`src/rtl/reg_bank_pkg.sv`:
```
// reg_bank_pkg: write-mode encodings, address constants and the per-bit mode function
package reg_bank_pkg;
    localparam logic [1:0] MODE_LOAD = 2'b00;
    localparam logic [1:0] MODE_SET  = 2'b01;
    localparam logic [1:0] MODE_CLR  = 2'b10;
    localparam logic [1:0] MODE_TOG  = 2'b11;
    localparam int ADDR_NONE = 0;

    function automatic logic next_bit(input logic [1:0] mode, input logic r, input logic d);
        return (mode == MODE_LOAD) ? d :
               (mode == MODE_SET)  ? (r | d) :
               (mode == MODE_CLR)  ? (r & ~d) : (r ^ d);
    endfunction
endpackage

```
`src/rtl/reg_bank_cell.sv`:
```
// reg_bank_cell: one register with its one-way lock bit and write-mode update
module reg_bank_cell
    import reg_bank_pkg::*;
#(
    parameter int              DATA_W  = 8,
    parameter logic [DATA_W-1:0] RST_VAL = '0
) (
    input  logic              clk,
    input  logic              rst,
    input  logic              we_i,
    input  logic              lock_i,
    input  logic [1:0]        mode_i,
    input  logic [DATA_W-1:0] d_i,
    output logic [DATA_W-1:0] r_o,
    output logic              locked_o,
    output logic              blocked_o
);
    logic [DATA_W-1:0] r_q, r_d;
    logic              lock_q, lock_d;

    assign lock_d    = lock_q | lock_i;
    assign blocked_o = we_i & lock_q;
    assign r_o       = r_q;
    assign locked_o  = lock_q;

    // next value: mode function applied per bit, suppressed while locked
    always_comb begin
        r_d = r_q;
        for (int b = 0; b < DATA_W; b++)
            r_d[b] = (we_i && !lock_q) ? next_bit(mode_i, r_q[b], d_i[b]) : r_q[b];
    end

    // register and lock state; lock only clears on reset
    always_ff @(posedge clk) begin
        if (rst) begin
            r_q    <= RST_VAL;
            lock_q <= 1'b0;
        end else begin
            r_q    <= r_d;
            lock_q <= lock_d;
        end
    end
endmodule

```
`src/rtl/reg_bank_sel.sv`:
```
// reg_bank_sel: address-selected register bank with write modes, locks, readback and sticky error
module reg_bank_sel
    import reg_bank_pkg::*;
#(
    parameter int                DATA_W   = 8,
    parameter int                NUM_REGS = 3,
    parameter int                ADDR_W   = $clog2(NUM_REGS + 1),
    parameter logic [DATA_W-1:0] RST_VAL  = '0
) (
    input  logic                       clk,
    input  logic                       rst,
    input  logic                       wr_en,
    input  logic [ADDR_W-1:0]          addr,
    input  logic [1:0]                 mode,
    input  logic [DATA_W-1:0]          d,
    input  logic                       lock_en,
    input  logic                       rd_en,
    input  logic [ADDR_W-1:0]          rd_addr,
    output logic [DATA_W-1:0]          rd_data,
    output logic                       rd_valid,
    output logic [NUM_REGS*DATA_W-1:0] q,
    output logic [NUM_REGS-1:0]        locked,
    output logic                       err,
    input  logic                       err_clr
);
    localparam logic [ADDR_W-1:0] A_NONE = ADDR_W'(ADDR_NONE);

    logic [DATA_W-1:0]   regs [NUM_REGS];
    logic [NUM_REGS-1:0] sel, rsel, blocked;
    logic [DATA_W-1:0]   rd_val, rd_data_q, rd_data_d;
    logic                rd_valid_q, err_q, err_d, err_set;

    // one-hot decode of write and read addresses; out-of-range decodes to no hit
    always_comb begin
        sel    = '0;
        rsel   = '0;
        rd_val = '0;
        for (int i = 0; i < NUM_REGS; i++) begin
            sel[i]  = addr == ADDR_W'(i + 1);
            rsel[i] = rd_addr == ADDR_W'(i + 1);
            if (rsel[i]) rd_val = regs[i];
        end
    end

    for (genvar i = 0; i < NUM_REGS; i++) begin : g_cell
        reg_bank_cell #(.DATA_W(DATA_W), .RST_VAL(RST_VAL)) u_cell (
            .clk      (clk),
            .rst      (rst),
            .we_i     (wr_en & sel[i]),
            .lock_i   (lock_en & sel[i]),
            .mode_i   (mode),
            .d_i      (d),
            .r_o      (regs[i]),
            .locked_o (locked[i]),
            .blocked_o(blocked[i])
        );
        assign q[i*DATA_W +: DATA_W] = regs[i];
    end

    // error sources: bad write address, write to locked register, bad read address; set beats clear
    always_comb begin
        err_set   = (wr_en && addr != A_NONE && !(|sel)) || (|blocked) || (rd_en && !(|rsel));
        err_d     = err_set | (err_q & ~err_clr);
        rd_data_d = rd_en ? rd_val : rd_data_q;
    end

    // readback and error registers
    always_ff @(posedge clk) begin
        if (rst) begin
            rd_data_q  <= '0;
            rd_valid_q <= 1'b0;
            err_q      <= 1'b0;
        end else begin
            rd_data_q  <= rd_data_d;
            rd_valid_q <= rd_en;
            err_q      <= err_d;
        end
    end

    assign rd_data  = rd_data_q;
    assign rd_valid = rd_valid_q;
    assign err      = err_q;
endmodule

```
`config.mk`:
```
export PLATFORM = sky130hd
export DESIGN_NAME = reg_bank_sel
export DESIGN_NICKNAME = d
export VERILOG_FILES = /design/src/rtl/reg_bank_pkg.sv /design/src/rtl/reg_bank_cell.sv /design/src/rtl/reg_bank_sel.sv
export SDC_FILE = /design/constraint.sdc
export NUM_CORES = 1
export LEC_CHECK = 0
export ABC_AREA = 1
export CAP_MARGIN = 20
export CORE_MARGIN = 2
export CORE_UTILIZATION = 40
export CTS_BUF_LIST = sky130_fd_sc_hd__clkbuf_16
export CTS_CLUSTER_SIZE = 10
export DETAILED_ROUTE_END_ITERATION = 10
export GPL_TIMING_DRIVEN = 0
export PLACE_DENSITY_LB_ADDON = 0.08
export SLEW_MARGIN = 20
export SYNTH_ARGS = -nofsm -noshare
export SYNTH_HDL_FRONTEND = slang
export SYNTH_SLANG_ARGS = --single-unit
```
`constraint.sdc`:
```
create_clock -name clk -period 2.6 [get_ports clk]
set_input_delay 0.52 -clock clk [delete_from_list [all_inputs] [get_ports clk]]
set_output_delay 0.52 -clock clk [all_outputs]
set_load 0.03 [all_outputs]
```
# Word level (Yosys, flattened, before mapping)
# Index checks and enable logic that the tools add are counted.
# op_classes
n_eq_ne	8
n_mux	75
bitwise	95
reduce_logical	18
# ops
operator	count
$mux W1	72
$and A1 B1 Y1	34
$or A1 B1 Y1	28
$mux W8	3
$xor A1 B1 Y1	24
$eq A2 B2 Y1 const B	5
$not A1 Y1	9
$reduce_or A3 Y1	3
$eq A2 B1 Y1 const B	3
$logic_and A1 B1 Y1	6
$logic_not A1 Y1	5
$logic_not A2 Y1	1
$logic_or A1 B1 Y1	2
$reduce_bool A2 Y1	1
# word_totals
reg_bits	37
input_bits	20
output_inout_bits	37
wordCells	205

# Logic depth before layout (Yosys ltp)
# Gate-level depths: netlist of the first run.
# depth
word_depth	7
depth_mapped	7
mapped_depth_nobuf	7

# Modules after synthesis
# Synthesis of the first run repeated with hierarchy kept, for this count alone.
# unflattened
cells_unflattened	535
area_unflattened_um2	3298.2
# modules_own_cells
module	instances	cells_each	area_each_um2	seq_area_each_um2
reg_bank_cell	3	144	885.8	180.2
reg_bank_sel	1	103	640.6	200.2

# Least setup slack after synthesis of the first run
# Ideal clock, no wire load.
# synth_path
path_kind	input-to-reg
from	input d[1]
to	register g_cell[2].u_cell.r_q[1]
setup_ps	117
arrival_time_ps	1206
t_required_ps	2483
path_slack_ps	1277
stages	6
n_path_buf	0
path_cell_list	inv_1 ha_1 o21ai_0 nand2_1 nand2_1 a21oi_1
# synth_between
elab_chain_len	5
word_cells_on_any_way	7
cone_classes	mux: 3; bitwise: 4
# synth_lines
element	line	rtl
start: declaration	reg_bank_sel.sv:15	input logic [DATA_W-1:0] d,
$not A1 Y1	reg_bank_pkg.sv:12	(mode == MODE_CLR) ? (r & ~d) : (r ^ d);
$and A1 B1 Y1	reg_bank_pkg.sv:12	
$mux W1	reg_bank_pkg.sv:12	
$mux W1	reg_bank_pkg.sv:11	(mode == MODE_SET) ? (r | d) :
$mux W1 *	reg_bank_pkg.sv:10	return (mode == MODE_LOAD) ? d :
end signal: assignment	reg_bank_cell.sv:39	r_q <= r_d;
end: declaration	reg_bank_cell.sv:18	logic [DATA_W-1:0] r_q, r_d;
# Every way passes the cells marked *; elsewhere a longest branch is shown, timed or not.
# A chain may end at the register's enable or synchronous reset.

# Final worst setup path of the first run
# layout_path
from	register g_cell[1].u_cell.r_q[0]
to	output q[8]
# layout_lines
element	line	rtl
start: declaration	reg_bank_cell.sv:18	
start signal: assignment	reg_bank_cell.sv:39	
end: declaration	reg_bank_sel.sv:21	output logic [NUM_REGS*DATA_W-1:0] q,
# No word-level cell between the ends.

==> results.py, run 1 <==
metrics = {
    "floorplanning": {
        "io_pins": 57,
        "dieArea_mm2": 0.008363,
        "die_h_um": 91.45,
        "die_x_um": 91.45,
        "initial_core_util_pct": 41.73,
        "num_rows": 31,
        "coreArea_mm2": 0.007331,
    },
    "yosys": {
        "yosysWarnings": 0,
        "synthCells": 472,
        "yosys.area.top_type_share_pct": 24.21,
        "synth_seq_cells": 37,
        "synth_area_leader_cell": "dfxtp_1",
        "ys_seq_area_share_pct": 24.21,
        "ys_top_cells_by_area": "dfxtp_1 (24%), ha_1 (20%), nand2_1 (11%), inv_1 (11%), o21ai_0 (8.0%)",
        "synth_cell_type_count": 19,
        "syn-num-nets": 540,
        "syn_area_mm2": 0.003059,
        "avgSynthCellArea_um2": 6.481,
    },
    "critical_path": {
        "critPathSlowestCell": "clkdlybuf4s50_1",
        "cp_top_family": "buffers and inverters",
        "cp.required_ns": 2.08,
        "r2r_setup_slack_ns": 1.31,
        "critPathBufInv": 1,
        "cp-start-kind": "flop",
        "cp-end-kind": "output pin",
        "path_class": "reg2out",
        "r2r_start": "g_cell[1].u_cell.locked_o",
        "crit_fanout": 4,
        "crit_start": "g_cell[1].u_cell.r_o[0]",
        "r2r-end": "g_cell[1].u_cell.r_o[6]",
        "rr_worst_depth": 5,
        "worstPathArrival_ns": 1.41,
        "path_cells": "clkdlybuf4s50_1",
        "crit_path_max_incr_delay_ns": 0.71,
    },
    "layout": {
        "final_cell_area_mm2": 0.003881,
        "post-route-util_pct": 52.94,
        "nets": 603,
        "multi_input_area_mm2": 0.001867,
        "synthToLayoutAreaGrowth_pct": 26.87,
        "seq_area_um2": 740.7,
        "drive_above_1_share_pct": 5.970,
        "n_antenna_cell": 0,
        "fillers": 757,
    },
    "status": {
        "outcome": "finished, final reports clean",
    },
    "place": {
        "dpl_cell_area_mm2": 0.003744,
        "globalplace.congestion": 0.8934,
        "dp_hpwl_mm": 6.403,
        "port-buffer-count": 56,
    },
    "detailed_routing": {
        "vias_per_cell": 5.061,
        "drc_errors": 0,
        "via_count": 3214,
        "post_drt_wl_per_cell_um": 14.63,
        "drt_iter0_markers": 254,
        "routed_wl_mm": 9.293,
        "final_antenna_net_count": 0,
        "firstDrtPassIters": 5,
    },
    "timing": {
        "min_period_ns": 1.929,
        "finalCritPeriodShare_pct": 74.19,
        "setup_tns_ns": 0,
        "drv_slew": 0,
        "max_slew_margin_pct": 50.46,
        "grt_setup_unrepaired": "false",
        "max_freq_ghz": 0.5185,
        "fin_hold_ws_ns": 0.5182,
        "hold_viol": 0,
        "fin_skew_ns": 0.002159,
        "worst_pin_slew_ns": 0.7403,
        "setup_violations": 0,
    },
    "power": {
        "power.density_mw_per_mm2": 437.2,
        "power.leakage_nw": 1.940,
        "total_power_w": 0.001697,
        "max-vdd-ir-drop_v": 0.0002218,
    },
    "hold_path": {
        "whs_endpoint": "g_cell[0].u_cell.locked_o",
        "hold_path.class": "reg2reg",
        "hp-start": "g_cell[0].u_cell.locked_o",
        "holdPathStages": 2,
    },
    "global_route": {
        "grt_use_total_pct": 23.08,
        "antenna_found_initial": 0,
        "grt_pass1_wl_mm": 15.26,
        "first_global_vias": 2975,
        "overflow": 0,
        "grt_max_degree": 12,
    },
    "clock_network": {
        "clk_path_buf_depth": 2,
        "hold_buffers": 0,
        "tritoncts": "built",
        "root_buffer": "clkbuf_16",
        "post_cts_buffers": 0,
        "clock-sinks": 37,
        "numCtsBuffers": 5,
        "clk_pin_slew_worst_paths_ns": 0.06,
        "htree_levels": 2,
        "clk_latency_ns": 0.28,
        "cts_resized": 0,
    },
    "flow_run": {
        "drv_cap": 0,
    },
}
## state kept, by name, indices dropped and copies added, names as in the netlist
register,cells
rd_valid,1
g_cell.u_cell.locked_o,3
g_cell.u_cell.r_o,24
err,1
rd_data,8
## per-stage QoR
step | setup WS [ns] | instances
2_1_floorplan | 1.277 | 472
3_3_place_gp | 0.4529 | 627
3_5_place_dp | 0.4317 | 627
4_1_cts | 0.6676 | 635
5_1_grt | 0.5509 | 635
6_report | 0.6712 | 635
## power by group
group,internal (W),total (W),switching (W)
clock network,0.000347,0.000589,0.000242
registers,0.000599,0.000624,0.0000247
logic,0.000184,0.000484,0.000300
total,0.00113,0.00170,0.000567
## cell usage after synthesis, drive strengths merged
| master | count |
|---|---|
| or2 | 3 |
| a21oi | 27 |
| nand3 | 47 |
| o21ai | 49 |
| nor2 | 54 |
| nand4 | 5 |
| dfxtp | 37 |
| inv | 89 |
| clkbuf | 8 |
| buf | 12 |
| nand2 | 93 |
| ha | 48 |
## cell families after synthesis
kind of cell             count (synthesis)  synth area share, %
AND/OR/NAND/NOR                        202                28.34
buffers and inverters                  109                14.76
adder cells (fa/ha/maj)                 48                19.63
flip-flops                              37                24.21
AO/OA/AOI/OAI                           76                13.05
## cells in the final DEF, fill, tap and decap left out
| cell | n |
|---|---|
| clkbuf_1 | 6 |
| or2_2 | 3 |
| nand2_1 | 92 |
| clkdlybuf4s50_1 | 56 |
| nand4_1 | 2 |
| buf_6 | 2 |
| buf_4 | 3 |
| o21ai_0 | 49 |
| nand4_4 | 1 |
| ha_1 | 48 |
| clkinv_2 | 1 |
| dfxtp_1 | 37 |
| nand3_1 | 47 |
| nand4_2 | 2 |
| nand2_2 | 1 |
| inv_1 | 89 |
| a21oi_1 | 22 |
| clkbuf_4 | 2 |
| buf_2 | 7 |
| nor2_1 | 54 |
| a21oi_2 | 5 |
| clkinv_1 | 2 |
| clkbuf_16 | 5 |
## metal layers
metal / global-route usage (%) / wire length, um / share of wire (%)
met5: 0 / 0 / 0
met4: 6.061 / 126 / 1.4
met3: 3.568 / 606 / 6.5
met2: 37.81 / 4286 / 46
met1: 31.49 / 4275 / 46
## worst max-delay path by stage
stage                     slack (ns)                 endpoint  cells after the start
after floorplan                 1.28  g_cell[2].u_cell.r_o[1]                      6
after global placement          0.45               rd_data[7]                      5
after detailed placement        0.43               rd_data[3]                      5
after CTS                       0.67                     q[8]                      1
after global routing            0.55  g_cell[2].u_cell.r_o[0]                      6
final                           0.67                     q[8]                      1
## cell type report
class                           count  area share (%)
Inverter                           89           8.607
Timing Repair Buffer               56           14.44
Sequential cell                    37           19.08
Clock buffer                        5           3.224
Multi-Input combinational cell    326           48.10
Clock inverter                      3          0.3224
Buffer                             20           3.030
Tap cell                           99           3.191
No activity file was read; power rests on OpenSTA's default activity.
==> run 2: changes to the inputs <==
==> constraint.sdc (replaced) <==
create_clock -name clk -period 1.58 [get_ports clk]
set_input_delay 0.316 -clock clk [delete_from_list [all_inputs] [get_ports clk]]
set_output_delay 0.316 -clock clk [all_outputs]
set_load 0.03 [all_outputs]
==> run 2 against run 1 <==
Effect of this change:
- die area unchanged
- critical path depth increased by 4
- worst setup slack got worse by 0.58 ns
- register-to-register slack got worse by 0.95 ns
- clock skew decreased by 0.00095 ns
- sequential share of layout area decreased by 0.080 points
- sequential power increased by 63%
- worst hold slack got worse by 0.033 ns
- clock power increased by 65%
- core utilization increased by 0.22 points
- critical path type is now in2reg
==> results.py, run 2 (same netlist as run 1, synthesis figures left out) <==
metrics = {
    "floorplanning": {
        "io_pins": 57,
        "coreArea_mm2": 0.007331,
        "num_rows": 31,
        "die_h_um": 91.45,
        "die_x_um": 91.45,
        "initial_core_util_pct": 41.73,
        "dieArea_mm2": 0.008363,
    },
    "detailed_routing": {
        "drc_errors": 0,
        "via_count": 3193,
        "routed-wl-met3_um": 526,
        "highest_layer": "met4",
        "drt_iter0_markers": 262,
        "met1_length_mm": 4.338,
        "met2WireLength_mm": 4.346,
        "routed_wl_mm": 9.338,
        "post_drt_wl_per_cell_um": 14.71,
        "firstDrtPassIters": 5,
        "final_antenna_net_count": 0,
        "vias_per_cell": 5.028,
    },
    "layout": {
        "layout_common_cells": "nand2_1 (91), inv_1 (88), nor2_1 (51), o21ai_0 (49), ha_1 (48)",
        "largest_reg_flops": 24,
        "n_antenna_cell": 0,
        "stdcell_count": 635,
        "drive_above_1_share_pct": 8.022,
        "final_cell_area_mm2": 0.003897,
        "nets": 603,
        "synthToLayoutAreaGrowth_pct": 27.40,
        "final_common_cell": "nand2_1",
    },
    "global_route": {
        "first_global_vias": 2975,
        "grt_pass1_wl_mm": 15.26,
        "overflow": 0,
        "grt_use_total_pct": 23.07,
        "antenna_found_initial": 0,
        "grt_max_degree": 12,
    },
    "clock_network": {
        "htree_levels": 2,
        "tritoncts": "built",
        "numCtsBuffers": 5,
        "clk_pin_slew_worst_paths_ns": 0.06,
        "clock-sinks": 37,
        "post_cts_buffers": 0,
        "clk_path_buf_depth": 2,
        "root_buffer": "clkbuf_16",
        "clk_latency_ns": 0.28,
        "hold_buffers": 0,
    },
    "power": {
        "power.density_mw_per_mm2": 711.0,
        "max-vdd-ir-drop_v": 0.0003685,
        "power.leakage_nw": 2.147,
    },
    "place": {
        "dpl.cell_count": 627,
        "dp_hpwl_mm": 6.403,
        "port-buffer-count": 56,
        "post-place-ws_ns": -0.3843,
        "dpl_cell_area_mm2": 0.003744,
        "globalplace.congestion": 0.8934,
    },
    "timing": {
        "fin_hold_ws_ns": 0.4856,
        "grt_setup_unrepaired": "false",
        "max_freq_ghz": 0.6699,
        "setup_ws_ns": 0.08717,
        "max_slew_margin_pct": 68.97,
        "worst_pin_slew_ns": 0.4649,
        "fin_skew_ns": 0.001208,
        "drv_slew": 0,
        "setup_tns_ns": 0,
        "min_period_ns": 1.493,
        "finalCritPeriodShare_pct": 94.48,
        "hold_viol": 0,
        "setup_violations": 0,
    },
    "critical_path": {
        "critPathSlowestCell": "clkdlybuf4s50_1",
        "crit_start": "rd_en",
        "cp.required_ns": 1.76,
        "critPathBufInv": 2,
        "r2r_start": "g_cell[2].u_cell.locked_o",
        "crit_path_max_incr_delay_ns": 0.72,
        "cp-end-kind": "flop",
        "worstPathArrival_ns": 1.67,
        "cp_common_cell": "nor2_1",
        "path_cells": "clkdlybuf4s50_1 > clkbuf_2 > o21ai_0 > nor2_1 > nor2_1",
        "cp_top_family": "buffers and inverters",
        "crit_fanout": 10,
        "rr_worst_depth": 5,
        "cp-start-kind": "input port",
        "cp.depth": 5,
        "path_class": "in2reg",
    },
    "flow_run": {
        "drv_cap": 0,
    },
    "hold_path": {
        "hold_path.class": "in2reg",
        "hp-start": "addr[1]",
        "holdPathStages": 3,
    },
    "status": {
        "outcome": "finished, final reports clean",
    },
}
[run 2: cell types whose count changed in the layout (fill, tap and decap cells not counted), sizes merged]
cell	change
dlygate4sd2	+37
dlymetal6s2s	+4
clkbuf	+4
buf	-4
clkdlybuf4s50	-41
[run 2: worst min-delay path: cells and delay by family]
| kind | cells | cell delay (ns) |
|---|---|---|
| buffers and inverters | 1 | 0.23 |
| AO/OA/AOI/OAI | 1 | 0.06 |
| AND/OR/NAND/NOR | 1 | 0.11 |
[run 2: layout make-up]
type                            instances  area, um^2
Fill cell                             770        3433
Multi-Input combinational cell        326        1899
Sequential cell                        37       740.7
Timing Repair Buffer                   56       524.3
Inverter                               89       336.6
Buffer                                 20       135.1
Clock buffer                            5       125.1
Tap cell                               99       123.9
Clock inverter                          3       12.51
[run 2: worst paths after layout]
kind | to | slack [ns]
worst min register to register | rd_data[4] | 0.52
worst max register to register | g_cell[2].u_cell.r_o[2] | 0.36
worst max-delay path | rd_data[7] | 0.09
worst min-delay path | g_cell[2].u_cell.locked_o | 0.49
[run 2: routing by layer]
layer / vias up / global-route usage [%]
li1: 1600 / -
met1: 1481 / 31.39
met2: 100 / 37.81
met3: 12 / 3.651
met4: 0 / 6.061
met5: - / 0
[run 2: timing repair]
action                                  4_1_cts  5_1_grt
endpoints found under the setup margin       67       25
pin swaps                                     0        0
resized for setup                            48       14
cloned                                        0        0
[run 2: metrics by stage]
stage / utilization [%] / power (W)
6_report: 53.17 / 0.002771
5_1_grt: 53.17 / 0.002924
4_1_cts: 52.76 / 0.002772
3_5_place_dp: 51.07 / 0.001835
3_3_place_gp: 51.07 / 0.001815
2_1_floorplan: - / 0.001537
[run 2: power by group]
part	switching (W)	total (W)	internal, W
combinational	0.000502	0.000774	0.000273
clock	0.000401	0.000972	0.000571
sequential	0.0000384	0.00102	0.000986
total	0.000941	0.00277	0.00183
==> edit, RTL diff (settings of run 2) <==
Put a register stage on the output `q`, without a reset. The value now appears one clock later. The other outputs are not delayed to match.
--- a/src/rtl/reg_bank_sel.sv
+++ b/src/rtl/reg_bank_sel.sv
@@ -24,6 +24,8 @@
     input  logic                       err_clr
 );
     localparam logic [ADDR_W-1:0] A_NONE = ADDR_W'(ADDR_NONE);
+
+    logic [NUM_REGS*DATA_W-1:0] q_d;
 
     logic [DATA_W-1:0]   regs [NUM_REGS];
     logic [NUM_REGS-1:0] sel, rsel, blocked;
@@ -54,7 +56,7 @@
             .locked_o (locked[i]),
             .blocked_o(blocked[i])
         );
-        assign q[i*DATA_W +: DATA_W] = regs[i];
+        assign q_d[i*DATA_W +: DATA_W] = regs[i];
     end
 
     // error sources: bad write address, write to locked register, bad read address; set beats clear
@@ -80,5 +82,9 @@
     assign rd_data  = rd_data_q;
     assign rd_valid = rd_valid_q;
     assign err      = err_q;
+    always_ff @(posedge clk) begin
+        q <= q_d;
+    end
+
 endmodule
 
Formal check against the unedited RTL: not equivalent (Yosys sat finds a counterexample within 4 cycles, from zero or initial values and one cycle with rst high).
==> edit against run 2 <==
Area after synthesis grew 20%. Sequential cell count grew 24. Routed wire length grew 5.0%. Worst setup slack lost 0.018 ns. Count of clock-buffer cells in the layout grew 4. Total power grew 60%. Via count grew 6.9%. Clock power grew 100%. Cell area grew 18%. Fmax shrank 1.2%. Non-clock buffer count is the same. Critical endpoint is now g_cell[0].u_cell.r_o[1]$_SDFFE_PP0P_.
==> edit: results (changes against run 2) <==
Layout
  – Seq/total area: 26.5% (+7.5 points)
  – Multi-In Gates: 327 (+0.31%)
  – Non-clk invs: 101 (+13%)
  – Non-clk buf share: 13.7% (-3.2 points)
  – Area of the multi-input gates: 1950 um2 (+2.7%)
  – Antenna fix cells: 0 (unchanged)
  – Signal buffers: 76 (unchanged)
  – Share of cells above drive strength 1: 12.4% (+4.4 points)
  – Final-layout fill cell count: 882 (+15%)
  – Final net count: 644 (+6.8%)
  – Final clock-cell share: 6.35% (+2.8 points)

Setup path
  – Crit-path max FO: 10 (unchanged)
  – R2R depth: 10 (+5)
  – CP arrival: 1.73 ns (+0.06 ns)
  – Critical path's slowest cell: clkdlybuf4s50_1
  – Slowest Stage Delay on Critical Path: roughly 0.7 ns

Global routing
  – Vias in the first global route: 3247 (+9.1%)
  – Largest net degree at the start of global routing: 12 (unchanged)
  – Total GRT Usage: 20.7% (-2.4 points)
  – Global-route wire length before repair: 16100 um (+5.6%)

Hold path
  – HP Class: input port to register
  – Worst Hold Path Cells: 2 (-1)

STA
  – Worst rel slew slack: 66.2% (-2.8 points)
  – Hold WS: 0.245 ns (-0.241 ns)
  – Skew final: 0.00525 ns (+0.00404 ns)

Placement
  – Gpl congestion: 0.802 (-10%)
  – # port buffers: 54 (-3.6%)
  – Final HPWL DP: 6880 um (+7.4%)

Clock tree
  – Clock latency on the worst-skew pair: 0.33 ns (+0.05 ns)
  – Clock transition at path regs: 0.06 ns (about the same)
  – Gates resized, CTS repair: 38 (-21%)
  – Clk Tree Root Cell: clkbuf_16
  – Postcts setup bufs: 0 (unchanged)
  – H-tree levels: 3 (+1)
  – Total CTS buffers: 9 (+4)

Power and ir drop
  – Leak: 2.40 nW (+12%)
  – VDD IR-drop max: 537 uV (+46%)

Job
  – Maxcap violations: 0 (unchanged)

Route
  – Via density: 4.95 (-1.5%)
  – Initial DRC count: 134 (-49%)
  – Initial DRT Pass Iterations: 5 (unchanged)
  – Average routed wire per standard cell: 14.2 um (-3.2%)

Synth
  – Synth cell count leaders: inv_1 (96), nand2_1 (94), dfxtp_1 (61)
  – Sequential-to-total area share from yosys stat: 33.4% (+9.2 points)
  – Ys Warns: 0 (unchanged)
  – Fraction of the mapped netlist area in adder cells: 16.4% (-3.2 points)
  – Register bit total from synthesis: 61 (+65%)
  – Post-Synth XOR/XNOR Area: 0% (unchanged)
  – Area fraction in compound gates after synthesis: 11.2% (-1.8 points)
  – Mapped Nets: 579 (+7.2%)
  – Area contributors post-synth: dfxtp_1 (33%), ha_1 (16%), inv_1 (9.8%), nand2_1 (9.6%), nand3_1 (7.0%)

Status
  – Status: finished clean
edit: changes by cell type after synthesis, moves of 3 or more:
cell	change
a21oi_1	-7
a21oi_2	+7
buf_2	+3
dfxtp_1	+24
inv_1	+7
inv_2	+5
nand3_1	+4
nor2_1	-6
nor2_2	+5
o21ai_0	-20
o21ai_1	+17
or2_2	-3
edit: power by group:
| part | switching, mW | total, mW | internal (mW) | leakage [nW] |
|---|---|---|---|---|
| Clock | 0.747 | 1.96 | 1.21 | 0.144 |
| Sequential | 0.0452 | 1.67 | 1.62 | 0.499 |
| Combinational | 0.517 | 0.794 | 0.277 | 1.76 |
edit: per-layer routing:
metal	wire, um	up-vias	share of wire, %	track usage [%]
met4	159	0	1.6	7.27
met5	0	-	0	0
met1	4720	1587	48	28.0
li1	-	1718	-	-
met2	4480	96	46	33.4
met3	440	12	4.5	3.37
edit: final timing paths:
path,from,end
hold / removal,rst,g_cell[0].u_cell.locked_o$_SDFF_PP0_
setup reg to reg,g_cell[1].u_cell.r_o[0]$_SDFFE_PP0P_,g_cell[1].u_cell.r_o[0]$_SDFFE_PP0P_
setup / recovery,wr_en,g_cell[0].u_cell.r_o[1]$_SDFFE_PP0P_
hold reg to reg,g_cell[1].u_cell.r_o[1]$_SDFFE_PP0P_,q[9]$_DFF_P_
edit: metrics by stage:
step	std cells	worst slack (ns)	area (um2)	power, mW
6_report	689	0.0694	4610	4.42
2_1_floorplan	511	0.416	3660	2.23
3_5_place_dp	673	-0.388	4330	2.52
3_3_place_gp	673	-0.383	4330	2.51
4_1_cts	689	0.00422	4580	4.45
5_1_grt	689	0.00407	4610	4.63
edit: worst max-delay path: cells and delay by family:
family                 cells  cell delay (ns)
AOI/OAI and AO/OA          1             0.09
and+or+nand+nor            2             0.38
buffers and inverters      2             0.93
